**src/rtl/neuromorphic_x1_pkg.sv**
```systemverilog
// Shared types and constants for the Neuromorphic_X1 Wishbone initiator.
package neuromorphic_x1_pkg;

  typedef enum logic [1:0] {
    IDLE,
    REQ,
    RESP
  } state_t;

  localparam logic [3:0]  WB_SEL_FULL = 4'hF;
  localparam int          WB_ADR_W    = 32;
  localparam int          WB_DAT_W    = 32;
  localparam logic [31:0] RSP_ERR_DAT = 32'h0;
  localparam int          CNT_W       = 16;

endpackage

```
**src/rtl/neuromorphic_x1_wb_timer.sv**
```systemverilog
// Loadable up/down counter with a terminal-count compare.
// Serves as the ack timeout timer and as the post-response idle gap.
module neuromorphic_x1_wb_timer
  import neuromorphic_x1_pkg::*;
#(
  parameter int W = CNT_W
) (
  input  logic         clk,
  input  logic         rst,
  input  logic         load,
  input  logic [W-1:0] load_val,
  input  logic         inc,
  input  logic         dec,
  input  logic [W-1:0] tc_val,
  output logic         tc
);

  logic [W-1:0] count;

  always_ff @(posedge clk) begin
    if (rst) begin
      count <= '0;
    end else if (load) begin
      count <= load_val;
    end else if (inc) begin
      count <= count + 1'b1;
    end else if (dec) begin
      count <= count - 1'b1;
    end
  end

  assign tc = (count == tc_val);

endmodule

```
**src/rtl/neuromorphic_x1_wb_master.sv**
```systemverilog
// Wishbone classic single-transfer initiator for the Neuromorphic_X1 crossbar.
// One command in flight; ack timeout reported as an error response.
module neuromorphic_x1_wb_master
  import neuromorphic_x1_pkg::*;
#(
  parameter int TIMEOUT_CYCLES = 1023,
  parameter int IDLE_GAP       = 2,
  parameter int ERR_CNT_W      = 8
) (
  input  logic                 wb_clk_i,
  input  logic                 wb_rst_i,
  input  logic                 cmd_valid,
  output logic                 cmd_ready,
  input  logic                 cmd_we,
  input  logic [WB_ADR_W-1:0]  cmd_adr,
  input  logic [WB_DAT_W-1:0]  cmd_dat,
  output logic                 rsp_valid,
  input  logic                 rsp_ready,
  output logic                 rsp_we,
  output logic [WB_DAT_W-1:0]  rsp_dat,
  output logic                 rsp_err,
  output logic                 wbm_cyc_o,
  output logic                 wbm_stb_o,
  output logic                 wbm_we_o,
  output logic [3:0]           wbm_sel_o,
  output logic [WB_ADR_W-1:0]  wbm_adr_o,
  output logic [WB_DAT_W-1:0]  wbm_dat_o,
  input  logic [WB_DAT_W-1:0]  wbm_dat_i,
  input  logic                 wbm_ack_i,
  output logic                 busy,
  output logic [ERR_CNT_W-1:0] err_cnt
);

  localparam logic [CNT_W-1:0] TO_LAST = CNT_W'(TIMEOUT_CYCLES - 1);
  localparam logic [CNT_W-1:0] GAP_LD  = CNT_W'(IDLE_GAP);

  state_t                state, state_n;
  logic                  cyc_n, we_n;
  logic [WB_ADR_W-1:0]   adr_n;
  logic [WB_DAT_W-1:0]   dat_n;
  logic                  rv_n, rwe_n, rerr_n;
  logic [WB_DAT_W-1:0]   rdat_n;
  logic [ERR_CNT_W-1:0]  ecnt_n;
  logic                  tmr_clr, tmr_inc, tmr_last;
  logic                  gap_ld, gap_dec, gap_zero;

  assign cmd_ready = (state == IDLE) && gap_zero;
  assign busy      = (state != IDLE);
  assign wbm_sel_o = WB_SEL_FULL;
  assign wbm_stb_o = wbm_cyc_o;

  always_comb begin
    state_n = state;
    cyc_n   = wbm_cyc_o;
    we_n    = wbm_we_o;
    adr_n   = wbm_adr_o;
    dat_n   = wbm_dat_o;
    rv_n    = rsp_valid;
    rwe_n   = rsp_we;
    rerr_n  = rsp_err;
    rdat_n  = rsp_dat;
    ecnt_n  = err_cnt;
    tmr_clr = 1'b0;
    tmr_inc = 1'b0;
    gap_ld  = 1'b0;
    gap_dec = 1'b0;
    unique case (state)
      IDLE: begin
        gap_dec = !gap_zero;
        if (cmd_valid && gap_zero) begin
          we_n    = cmd_we;
          adr_n   = cmd_adr;
          dat_n   = cmd_dat;
          cyc_n   = 1'b1;
          tmr_clr = 1'b1;
          state_n = REQ;
        end
      end
      REQ: begin
        // ack on the terminal timeout cycle still completes normally
        if (wbm_ack_i) begin
          cyc_n   = 1'b0;
          rv_n    = 1'b1;
          rwe_n   = wbm_we_o;
          rerr_n  = 1'b0;
          rdat_n  = wbm_we_o ? '0 : wbm_dat_i;
          state_n = RESP;
        end else if (tmr_last) begin
          cyc_n   = 1'b0;
          rv_n    = 1'b1;
          rwe_n   = wbm_we_o;
          rerr_n  = 1'b1;
          rdat_n  = RSP_ERR_DAT;
          ecnt_n  = (&err_cnt) ? err_cnt
                               : err_cnt + ERR_CNT_W'(1);
          state_n = RESP;
        end else begin
          tmr_inc = 1'b1;
        end
      end
      RESP: begin
        if (rsp_ready) begin
          rv_n    = 1'b0;
          gap_ld  = 1'b1;
          state_n = IDLE;
        end
      end
      default: state_n = IDLE;
    endcase
  end

  always_ff @(posedge wb_clk_i) begin
    if (wb_rst_i) begin
      state     <= IDLE;
      wbm_cyc_o <= 1'b0;
      wbm_we_o  <= 1'b0;
      wbm_adr_o <= '0;
      wbm_dat_o <= '0;
      rsp_valid <= 1'b0;
      rsp_we    <= 1'b0;
      rsp_err   <= 1'b0;
      rsp_dat   <= '0;
      err_cnt   <= '0;
    end else begin
      state     <= state_n;
      wbm_cyc_o <= cyc_n;
      wbm_we_o  <= we_n;
      wbm_adr_o <= adr_n;
      wbm_dat_o <= dat_n;
      rsp_valid <= rv_n;
      rsp_we    <= rwe_n;
      rsp_err   <= rerr_n;
      rsp_dat   <= rdat_n;
      err_cnt   <= ecnt_n;
    end
  end

  neuromorphic_x1_wb_timer #(.W(CNT_W)) u_tmr (
    .clk      (wb_clk_i),
    .rst      (wb_rst_i),
    .load     (tmr_clr),
    .load_val ('0),
    .inc      (tmr_inc),
    .dec      (1'b0),
    .tc_val   (TO_LAST),
    .tc       (tmr_last)
  );

  neuromorphic_x1_wb_timer #(.W(CNT_W)) u_gap (
    .clk      (wb_clk_i),
    .rst      (wb_rst_i),
    .load     (gap_ld),
    .load_val (GAP_LD),
    .inc      (1'b0),
    .dec      (gap_dec),
    .tc_val   ('0),
    .tc       (gap_zero)
  );

endmodule

```
**config.mk**
```make
export PLATFORM = sky130hd
export DESIGN_NAME = neuromorphic_x1_wb_master
export DESIGN_NICKNAME = d
export VERILOG_FILES = /design/src/rtl/neuromorphic_x1_pkg.sv /design/src/rtl/neuromorphic_x1_wb_timer.sv /design/src/rtl/neuromorphic_x1_wb_master.sv
export SDC_FILE = /design/constraint.sdc
export NUM_CORES = 1
export LEC_CHECK = 0
export CORE_ASPECT_RATIO = 2
export CORE_MARGIN = 5
export CORE_UTILIZATION = 45
export DETAILED_ROUTE_END_ITERATION = 16
export PLACE_DENSITY = 0.92
export SYNTH_ARGS = -nofsm -noshare
export SYNTH_HDL_FRONTEND = slang
export SYNTH_SLANG_ARGS = --single-unit
```
**constraint.sdc**
```tcl
create_clock -name wb_clk_i -period 3.1 [get_ports wb_clk_i]
set_input_delay 0.465 -clock wb_clk_i [delete_from_list [all_inputs] [get_ports wb_clk_i]]
set_output_delay 0.465 -clock wb_clk_i [all_outputs]
set_load 0.02 [all_outputs]
```
==> summary.txt <==
Global route
  • First-pass GRT wire length: 29,700 microns
  • Initial antenna violation count: 0
  • Largest net degree at the start of global routing: 72
  • Grt total ovfl: 0
  • Gr usage total: 0.232
  • Vias in the first global route: 5,871

Flow run
  • Max-Cap Viols: 0

Clock tree
  • CTS Buf Count: 17
  • Clk buf depth: 2
  • Clock H-tree levels: 4
  • Post-CTS setup buffer count: 0
  • CTS tree: yes
  • CTS Sinks: 143
  • Worst-Skew Late Latency: 0.42 ns
  • Clk pin slew, worst setup/hold paths: 0.07 ns
  • CTS Root Cell: clkbuf_16

Yosys
  • Asr flop ratio synth: 0
  • Post-Synth XOR/XNOR Area: 0
  • Post-synthesis compound-gate area fraction: 0.246
  • Synth Cell Area: 0.00595 sq mm
  • Top post-synthesis cells by area: dfxtp_1 (48%), a21oi_1 (8.8%), nand3_1 (6.3%), a22o_1 (4.7%), o21ai_0 (3.5%)
  • Most frequent cell after synthesis: dfxtp_1
  • Post-synth EDFFs: 0
  • Main combinational cell family by area after synthesis: compound AO/OA/AOI/OAI gates
  • Ys Warns: 0
  • Avg Cell Area, Syn: 8.97 sq um
  • Adder-cell area share of the yosys netlist: 0.00842
  • Sequential element share of the synthesized area: 0.481
  • Commonest cells in the netlist: dfxtp_1 (143), a21oi_1 (104), nand3_1 (75)
  • Register bit total from synthesis: 143
  • Distinct cells, synth: 51
  • Post-synth top area cell: dfxtp_1
  • Top FF cell, synth: dfxtp_1
  • Area share of and/or/nand/nor cells after synthesis: 0.190
  • Post-synth top area share: 0.481
  • Mapped Cells: 663
  • Multiplexer area fraction after synthesis: 0.00673

Placement
  • I/O Buffers: 213
  • Final HPWL DP: 13,100 microns
  • Dpl cell area: 0.00805 sq mm
  • Place WS: 0.281 ns
  • Routability cong.: 0.821
  • Placed cells: 979

Detailed routing
  • Total Wirelength: 18,600 microns
  • Detailed Route Iter0 Violations: 267
  • Routed wl met2: 10,100 microns
  • Vias: 5,938
  • Met3 wire length: 1190 microns
  • Routed len/inst: 18.4 microns
  • Drc violations: 0
  • Wire length on met1: 6560 microns
  • Highest metal used: met4
  • Antenna-violating nets left: 0
  • Vias per cell: 5.87
  • DR pass1 iterations: 5

Critical path
  • Crit start category: flop
  • Crit-path max FO: 5
  • Worst path required time: 2.63 ns
  • Crit Path Class: reg -> out
  • Setup crit end kind: primary output
  • Slowest CP cell: or4_4
  • Crit-path cells: inv_1, ha_1, or4b_4, or4_4, nor2_1, dlygate4sd2_1
  • Max incr delay on CP: 0.55 ns
  • Cell family with most CP delay: simple AND/OR/NAND/NOR gates
  • Worst Path Buf+Inv: 2
  • Crit path DAT: 2.53 ns

Floorplanning
  • Die area: 0.0158 sq mm
  • I/O pin count: 218
  • Die width: 91.3 microns
  • Core Area: 0.0130 sq mm
  • Row count: 59
  • Die height: 173 microns
  • Initial Util: 0.458

Finish
  • Non-filler cells, final: 1,011
  • Non-Filler Cell Area, Final: 0.00863 sq mm
  • Net count, final: 952
  • Fillcell total: 1,007
  • Layout cell share with drive strength beyond 1: 0.0733
  • N_diodes: 0
  • Area growth from synthesis to layout: 45.1%

Power
  • Leak: 2.94 nW
  • Worst IR Drop VDD: 0.00130 V
  • Pwr/cell area: 771 mW/mm^2

Status
  • Status: finished, final reports clean

Timing
  • Final setup violation count: 0
  • Number of hold-slack violations in the final timing report: 0
  • RSZ-0062 raised after global routing: no
  • Max Freq: 0.334 GHz
  • Worst-margin pin slew: 0.763 ns
  • Final setup margin: 0.107 ns
  • Sum Neg Setup Slack: 0 ns
  • Slew Viols, Final: 0
  • Final worst-path cycle share: 0.965
  • Relative slew slack: 0.491
  • Clk_skew: 0.00833 ns
  • Final worst path period need: 2.99 ns

Worst hold path
  • Worst hold path type: reg -> reg
==> routing by layer <==
| metal | global-route usage | vias to the layer above |
|---|---|---|
| li1 | - | 2844 |
| met1 | 0.230 | 2834 |
| met2 | 0.425 | 215 |
| met3 | 0.0691 | 45 |
| met4 | 0.116 | 0 |
| met5 | 0 | - |
==> state kept, by name, summed over array words and instances (netlist names) <==
signal and cells:
err_cnt 8, u_gap.count 16, wbm_dat_o 32, rsp_err 1, u_tmr.count 16, rsp_we 1, state 2, wbm_we_o 1
wbm_adr_o 32, rsp_valid 1, rsp_dat 32, wbm_cyc_o 1
==> cell type report <==
| class | count | area [sq um] | area share |
|---|---|---|---|
| inverter | 7 | 26.3 | 0.00305 |
| timing repair buffer | 229 | 2260 | 0.262 |
| clock inverter | 14 | 149 | 0.0173 |
| sequential | 143 | 2860 | 0.332 |
| tap | 152 | 190 | 0.0220 |
| clock buffer | 18 | 429 | 0.0497 |
| multi-input combinational | 448 | 2710 | 0.314 |
==> report_power, final <==
group | total (W) | switching (W) | leakage [nW] | internal [W]
Clock | 0.00198 | 0.000848 | 0.271 | 0.00113
Sequential | 0.00229 | 0.000189 | 1.16 | 0.00210
Combinational | 0.00238 | 0.00145 | 1.51 | 0.000938
==> path summary, 6_finish.rpt <==
kind | cells after the start | slack (ns) | end | start
max | 6 | 0.11 | cmd_ready | u_gap.count[0]
min | 2 | 0.47 | wbm_adr_o[21] | wbm_adr_o[21]
max reg2reg | 7 | 0.53 | wbm_adr_o[9] | u_gap.count[0]
min reg2reg | 2 | 0.47 | wbm_adr_o[21] | wbm_adr_o[21]
==> metrics by stage <==
step / power, W / hold WS (ns) / util
6_report: 0.00665 / 0.470 / 0.664
5_1_grt: 0.00701 / 0.495 / 0.664
4_1_cts: 0.00669 / 0.473 / 0.664
3_5_place_dp: 0.00470 / 0.463 / 0.620
3_3_place_gp: 0.00462 / 0.441 / 0.620
2_1_floorplan: 0.00401 / 0.439 / -
==> cell families (layout without fill, tap and decap cells) <==
kind of cell             Yosys count  count (layout)
AO/OA/AOI/OAI                    247             247
adder cells (fa/ha/maj)            4               4
buffers and inverters             75             268
flip-flops                       143             143
multiplexers                       4               4
other                              1               4
AND/OR/NAND/NOR                  189             189
==> layout by cell type (no fill, tap or decap), types with 4 or more instances in the layout <==
cell	instances
dfxtp_1	143
clkbuf_16	17
o21ai_0	41
mux2i_1	4
nand2b_1	5
or3_1	14
conb_1	4
a21oi_1	103
or4_1	24
buf_4	15
nand3_1	75
a22o_1	32
nor2_1	10
o31ai_1	23
nor3_1	6
nand2_1	12
clkinvlp_4	4
ha_1	4
inv_1	7
nand4_1	11
o21ai_1	34
inv_8	4
and4_1	4
clkdlybuf4s50_1	211
==> worst register-to-register path, delay by kind of cell, from the launching register on <==
family                     cells  cell delay (ns)
AOI/OAI and AO/OA              2             0.41
adders and majority gates      1             0.18
buffers and inverters          2             0.44
DFF                            1             0.33
and+or+nand+nor                2             1.06
==> what timing repair did <==
action,4_1_cts,5_1_grt
resized for setup,1,0
endpoints found under the hold margin,0,0
hold buffers,0,0
endpoints found under the setup margin,1,0
Power figures use the tool's default switching activity.
